===== src/rtl/cube_pin_capture_pkg.sv =====
// Shared cube bus definitions: pin field positions, frame geometry and slot decode.
// The cube output driver builds its bus from these same constants.
package cube_pin_capture_pkg;

    localparam int PIN_W      = 15;
    localparam int LAYER_MSB  = 14;
    localparam int LAYER_LSB  = 12;
    localparam int COL_MSB    = 11;
    localparam int COL_LSB    = 9;
    localparam int STROBE_BIT = 8;
    localparam int DATA_MSB   = 7;

    localparam int CUBE_DIM   = 8;
    localparam int SLOTS      = CUBE_DIM * CUBE_DIM;
    localparam int FRAME_BITS = SLOTS * 8;

    typedef enum logic [1:0] {
        ST_IDLE,
        ST_FILL,
        ST_PUBLISH
    } cap_state_t;

    // slot = layer*8 + col; both fields are 3 bits, so this is a concatenation.
    function automatic logic [5:0] slot_index(input logic [PIN_W-1:0] pins);
        return {pins[LAYER_MSB:LAYER_LSB], pins[COL_MSB:COL_LSB]};
    endfunction

endpackage


===== src/rtl/cube_pin_capture_if.sv =====
// Cube pin bus plus captured-frame status, as seen by a driver (master)
// and by the capture block (slave).
interface cube_pin_capture_if;
    import cube_pin_capture_pkg::*;

    logic [PIN_W-1:0]      Pins;
    logic [FRAME_BITS-1:0] Cells;
    logic                  frame_valid;
    logic [15:0]           frame_count;
    logic                  busy;
    logic                  dup_err;
    logic                  timeout_err;

    modport master (
        output Pins,
        input  Cells, frame_valid, frame_count, busy, dup_err, timeout_err
    );

    modport slave (
        input  Pins,
        output Cells, frame_valid, frame_count, busy, dup_err, timeout_err
    );

endinterface


===== src/rtl/cube_bus_sync.sv =====
// Pin synchronizer chain plus latch-strobe rising-edge detect.
// A strobe already high when reset releases must fall before it can fire again.
module cube_bus_sync
    import cube_pin_capture_pkg::*;
#(
    parameter int SYNC_STAGES = 2
) (
    input  logic             Clk,
    input  logic             Reset,
    input  logic [PIN_W-1:0] i_pins,
    output logic [PIN_W-1:0] o_sp,
    output logic             o_event
);

    logic w_live;
    logic r_strobe_prev;
    logic r_armed;

    generate
        if (SYNC_STAGES == 0) begin : g_nosync
            assign o_sp   = i_pins;
            assign w_live = 1'b1;
        end else begin : g_sync
            // Top bit marks stages that hold a real sample rather than reset zeros.
            logic [PIN_W:0] r_chain [SYNC_STAGES];

            always_ff @(posedge Clk) begin
                if (Reset) begin
                    for (int i = 0; i < SYNC_STAGES; i++) r_chain[i] <= '0;
                end else begin
                    r_chain[0] <= {1'b1, i_pins};
                    for (int i = 1; i < SYNC_STAGES; i++) r_chain[i] <= r_chain[i-1];
                end
            end

            assign o_sp   = r_chain[SYNC_STAGES-1][PIN_W-1:0];
            assign w_live = r_chain[SYNC_STAGES-1][PIN_W];
        end
    endgenerate

    always_ff @(posedge Clk) begin
        if (Reset) begin
            r_strobe_prev <= 1'b0;
            r_armed       <= 1'b0;
        end else begin
            r_strobe_prev <= o_sp[STROBE_BIT];
            if (w_live && !o_sp[STROBE_BIT]) r_armed <= 1'b1;
        end
    end

    assign o_event = o_sp[STROBE_BIT] & ~r_strobe_prev & r_armed;

endmodule


===== src/rtl/cube_pin_capture.sv =====
// Reassembles strobed cube bus bytes into 512-bit frames and publishes them.
//   state      | meaning
//   ST_IDLE    | no slot written in the current frame (coverage = 0)
//   ST_FILL    | partial frame in progress
//   ST_PUBLISH | one cycle: Cells just loaded, frame_valid high
module cube_pin_capture
    import cube_pin_capture_pkg::*;
#(
    parameter int SYNC_STAGES = 2,
    parameter int TIMEOUT     = 65536
) (
    input  logic               Clk,
    input  logic               Reset,
    cube_pin_capture_if.slave  bus
);

    localparam int                IDLE_W   = $clog2(TIMEOUT + 1);
    localparam logic [IDLE_W-1:0] IDLE_MAX = IDLE_W'(TIMEOUT);

    logic [PIN_W-1:0]      w_sp;
    logic                  w_event;
    logic [5:0]            w_slot;
    logic [SLOTS-1:0]      w_cov_set;
    logic [FRAME_BITS-1:0] w_working_next;
    logic                  w_full;
    logic                  w_load;
    logic                  w_drop;
    cap_state_t            r_state;
    cap_state_t            w_state_next;

    logic [FRAME_BITS-1:0] r_working;
    logic [FRAME_BITS-1:0] r_cells;
    logic [SLOTS-1:0]      r_coverage;
    logic [IDLE_W-1:0]     r_idle_cnt;
    logic [15:0]           r_frame_count;
    logic                  r_dup_err;
    logic                  r_timeout_err;

    cube_bus_sync #(.SYNC_STAGES(SYNC_STAGES)) u_sync (
        .Clk     (Clk),
        .Reset   (Reset),
        .i_pins  (bus.Pins),
        .o_sp    (w_sp),
        .o_event (w_event)
    );

    assign w_slot = slot_index(w_sp);

    always_comb begin
        w_working_next = r_working;
        w_cov_set      = r_coverage;
        if (w_event) begin
            w_working_next[{w_slot, 3'b000} +: 8] = w_sp[DATA_MSB:0];
            w_cov_set[w_slot]                     = 1'b1;
        end
    end

    assign w_full = &w_cov_set;

    always_ff @(posedge Clk) begin
        if (Reset) r_state <= ST_IDLE;
        else       r_state <= w_state_next;
    end

    // An event always beats a timeout landing on the same cycle.
    always_comb begin
        w_state_next = r_state;
        w_load       = 1'b0;
        w_drop       = 1'b0;
        case (r_state)
            ST_IDLE, ST_PUBLISH: begin
                if (w_event) w_state_next = ST_FILL;
                else         w_state_next = ST_IDLE;
            end
            ST_FILL: begin
                if (w_event && w_full) begin
                    w_state_next = ST_PUBLISH;
                    w_load       = 1'b1;
                end else if (!w_event && r_idle_cnt == IDLE_MAX) begin
                    w_state_next = ST_IDLE;
                    w_drop       = 1'b1;
                end
            end
            default: w_state_next = ST_IDLE;
        endcase
    end

    always_ff @(posedge Clk) begin
        if (Reset) begin
            r_working     <= '0;
            r_cells       <= '0;
            r_coverage    <= '0;
            r_idle_cnt    <= '0;
            r_frame_count <= '0;
            r_dup_err     <= 1'b0;
            r_timeout_err <= 1'b0;
        end else begin
            r_working     <= w_working_next;
            r_coverage    <= (w_load || w_drop) ? '0 : w_cov_set;
            r_timeout_err <= w_drop;
            if (w_load) begin
                r_cells       <= w_working_next;
                r_frame_count <= r_frame_count + 16'd1;
            end
            if (w_event && r_coverage[w_slot]) r_dup_err <= 1'b1;
            if (w_event)                       r_idle_cnt <= '0;
            else if (r_idle_cnt != IDLE_MAX)   r_idle_cnt <= r_idle_cnt + 1'b1;
        end
    end

    assign bus.Cells       = r_cells;
    assign bus.frame_valid = (r_state == ST_PUBLISH);
    assign bus.frame_count = r_frame_count;
    assign bus.busy        = |r_coverage;
    assign bus.dup_err     = r_dup_err;
    assign bus.timeout_err = r_timeout_err;

endmodule


===== src/flat_wrapper.sv =====
// flat-port wrapper written by rule: the top's interface ports become plain ports
module cube_pin_capture_flat import cube_pin_capture_pkg::*;
#(
    parameter int SYNC_STAGES = 2,
    parameter int TIMEOUT     = 65536
)
  (Clk, Reset, bus_Pins, bus_Cells, bus_frame_valid, bus_frame_count, bus_busy, bus_dup_err, bus_timeout_err);
  cube_pin_capture_if bus_i ();
  input  logic Clk;
  input  logic Reset;
  input wire logic [$bits(bus_i.Pins)-1:0] bus_Pins;
  output wire logic [$bits(bus_i.Cells)-1:0] bus_Cells;
  output wire logic [$bits(bus_i.frame_valid)-1:0] bus_frame_valid;
  output wire logic [$bits(bus_i.frame_count)-1:0] bus_frame_count;
  output wire logic [$bits(bus_i.busy)-1:0] bus_busy;
  output wire logic [$bits(bus_i.dup_err)-1:0] bus_dup_err;
  output wire logic [$bits(bus_i.timeout_err)-1:0] bus_timeout_err;
  assign bus_i.Pins = bus_Pins;
  assign bus_Cells = bus_i.Cells;
  assign bus_frame_valid = bus_i.frame_valid;
  assign bus_frame_count = bus_i.frame_count;
  assign bus_busy = bus_i.busy;
  assign bus_dup_err = bus_i.dup_err;
  assign bus_timeout_err = bus_i.timeout_err;
  cube_pin_capture #(.SYNC_STAGES(SYNC_STAGES), .TIMEOUT(TIMEOUT)) u_core (.Clk(Clk), .Reset(Reset), .bus(bus_i));
endmodule

===== config.mk =====
export PLATFORM = sky130hd
export DESIGN_NAME = cube_pin_capture_flat
export DESIGN_NICKNAME = d
export VERILOG_FILES = /design/src/rtl/cube_pin_capture_pkg.sv /design/src/rtl/cube_pin_capture_if.sv /design/src/rtl/cube_bus_sync.sv /design/src/rtl/cube_pin_capture.sv /design/src/flat_wrapper.sv
export SDC_FILE = /design/constraint.sdc
export NUM_CORES = 2
export LEC_CHECK = 0
export CAP_MARGIN = 20
export CORE_MARGIN = 3
export CORE_UTILIZATION = 51
export DETAILED_ROUTE_END_ITERATION = 10
export GPL_TIMING_DRIVEN = 1
export PLACE_DENSITY = 0.75
export SETUP_SLACK_MARGIN = 0.02
export SYNTH_ARGS = -nofsm -noshare
export SYNTH_HDL_FRONTEND = slang
export SYNTH_SLANG_ARGS = --single-unit

===== constraint.sdc =====
create_clock -name Clk -period 3.7 [get_ports Clk]
set_input_delay 0.74 -clock Clk [delete_from_list [all_inputs] [get_ports Clk]]
set_output_delay 0.74 -clock Clk [all_outputs]
set_load 0.05 [all_outputs]

==> impl_metrics.ini <==
[drt]
final_antenna_net_count = 0
dr.pass1.iters = 7
drc_errors = 0
wl_per_cell_um = 23.3
via_count = 34800
initialDrtViolationCount = 2838
via_per_inst = 5.49
wl_um = 147000

[cells_and_area]
final_area_sq_um = 58600
fin_nets = 5081
area_growth_pct = 24.5
drive_gt1_frac = 0.195
n_fill_cell = 7157

[timing]
holdWs_ps = 437
hold_viol = 0
rsz0062_at_grt = yes
min_period_ps = 3660
finalClockSkew_ps = 23.3
max_freq_ghz = 0.273
tightest_slew_ps = 991
period_share = 0.989
maxSlewViolCount = 0
finalSetupViolations = 0
slew_headroom = 0.340

[critical_path]
worst_setup_path_start_kind = flip-flop
crit_path_start = u_core.u_sync.g_sync.r_chain[0][30]
critPathCaptureType = flip-flop
crit_required_ps = 4270
worst_path_max_delay_cell = or3_1
path_cells = buf_4 > nor3b_4 > buf_4 > a31oi_1 > nor4_1 > o2111ai_1 > or3_1 > nor2_8 > buf_12 > mux2_2
path_class = reg -> reg
r2r_start = u_core.u_sync.g_sync.r_chain[0][30]
cp_common_cell = buf_4
cp_max_fo = 19
critPathBufInv = 3
critPathTopFamily = simple AND/OR/NAND/NOR gates
slowest_delay_ps = 640
cp.arrival_ps = 4230

[logic_synthesis]
async_reset_ff_frac = 0
ys_ff_latch = 1159
ys_seq_area_frac = 0.493
ys_top_cells_by_area = dfxtp_1 (49%), mux2_4 (14%), nor2b_1 (7.4%)
syn-num-nets = 4512
syn_area_sq_um = 47100
synth.most_common_cell = dfxtp_1
synth_top_cell_area_share = 0.493
ys_warn_count = 0
syn_inst = 4488
synth_edf_count = 0
synthDistinctLibCells = 86
synth_commonest_cells = dfxtp_1 (1159), nor2b_1 (558), nor2_1 (551)
yosys_most_used_dff = dfxtp_1
avgSynthCellArea_sq_um = 10.5
synth_top_cell_by_area = dfxtp_1

[grt]
grt-ovfl-total = 0
antenna_found_initial = 4
grt_max_degree = 145
grt_pass1_vias = 34100
grt_pass1_wl_um = 217000
track_usage = 0.297

[die]
coreArea_sq_um = 90800
initial_utilization = 0.518
num_rows = 110
dieArea_sq_um = 96000
fp.dieH_um = 310
io-pin-count = 549
die_w_um = 310

[clock_network]
cts_hold_buf = 0
clock-sinks = 1159
cts_buffers = 114
ctsHtreeMaxLevel = 3
cts_tree = yes
path_clk_slew_ps = 70
clk_latency_ps = 690
cts.root.buffer_cell = clkbuf_16
clk_path_buf_depth = 3

[power]
ir_worst_vdd_mv = 0.389
power.density_cell_area_nw_per_um2 = 436
p_leak_nw = 24.0

[worst_hold_path]
hp-class = reg -> reg
holdCritStartpoint = u_core.u_sync.g_sync.r_chain[0][6]

[flow_run]
drv_cap = 0

[run_status]
status = complete, no violations

[placement]
dp_hpwl_um = 103000
gp_congestion = 0.963
placed_area_sq_um = 54500
io_buffers = 548
[registers in the layout, summed over array words and instances (netlist names)]
register	count
u_core.r_idle_cnt	17
u_core.u_sync.r_strobe_prev	1
u_core.r_working	512
u_core.r_state	2
u_core.bus.frame_count	16
u_core.bus.dup_err	1
u_core.u_sync.g_sync.r_chain	32
u_core.r_coverage	64
u_core.bus.Cells	512
u_core.u_sync.r_armed	1
u_core.bus.timeout_err	1
[final cells by class]
type / count / area, sq um / area share
inverter: 17 / 63.8 / 0.00109
multi-input combinational: 3019 / 22400 / 0.383
antenna: 1 / 2.50 / 0.0000427
timing repair buffer: 746 / 7360 / 0.126
clock buffer: 171 / 3440 / 0.0587
clock inverter: 44 / 608 / 0.0104
tap: 1176 / 1470 / 0.0251
sequential: 1159 / 23200 / 0.396
[routing by layer]
metal	part of all wire	routed length (um)	track usage
met5	0.000088	13	0
met4	0.038	5600	0.111
met3	0.071	10400	0.0576
met2	0.46	67700	0.482
met1	0.43	63500	0.393
[power by group]
part | switching, mW | leakage, nW | internal [mW]
logic | 0.523 | 12.7 | 0.155
clock network | 5.08 | 1.99 | 7.23
registers | 0.0380 | 9.34 | 12.5
total | 5.64 | 24.0 | 19.9
[cell families (layout without fill, tap and decap cells)]
logic type	Yosys count	count (layout)	synth area share
adder cells (fa/ha/maj)	7	7	0.00186
multiplexers	855	855	0.231
XOR/XNOR	18	18	0.00335
buffers and inverters	310	978	0.0340
other	0	1	0
AND/OR/NAND/NOR	1760	1760	0.188
flip-flops	1159	1159	0.493
AO/OA/AOI/OAI	379	379	0.0490
[path summary, 6_finish.rpt]
check	end	slack (ps)	cells past startpoint
worst min register to register	u_core.u_sync.g_sync.r_chain[0][22]	440	1
worst max-delay path	u_core.bus.Cells[497]	40	10
worst min-delay path	u_core.u_sync.g_sync.r_chain[0][22]	440	1
worst max register to register	u_core.bus.Cells[497]	40	10
[through the flow]
stage | TNS (ps) | setup WS, ps | std cells | util | power, mW
2_1_floorplan | 0 | 173 | 4488 | - | 13.2
3_3_place_gp | -1130 | -21.5 | 6111 | 0.600 | 13.5
3_5_place_dp | -26.1 | -5.19 | 6113 | 0.600 | 13.5
4_1_cts | 0 | 26.2 | 6329 | 0.644 | 25.7
5_1_grt | -282 | -87.2 | 6332 | 0.645 | 26.2
6_report | 0 | 39.3 | 6333 | 0.645 | 25.5
[worst reg2reg max path: stages (launching register included)]
cell and delay (ps):
dfxtp_1 400, buf_4 240, nor3b_4 330, buf_4 210
a31oi_1 120, nor4_1 520, o2111ai_1 350, or3_1 640
nor2_8 190, buf_12 190, mux2_2 360
[cells in the final DEF (no fill, tap or decap), types with 31 or more instances in the layout]
master	synthesis	routed
a21oi_1	208	208
a31oi_1	59	59
and3_1	37	37
buf_12	0	31
buf_4	5	167
clkbuf_16	0	116
clkbuf_8	0	33
clkdlybuf4s50_1	0	546
dfxtp_1	1159	1148
mux2_2	76	76
mux2_4	440	440
mux2i_1	327	327
nand2_1	346	344
nand3_1	56	55
nor2_1	551	549
nor2b_1	558	557
nor3_1	37	34
nor4_1	46	42
[repair_timing]
item,in CTS,in global routing
pin swaps,0,1
setup endpoints to repair,388,566
resized for setup,2,13
buffers inserted,1,2
Note: power is estimated with default switching activity, not from simulation.
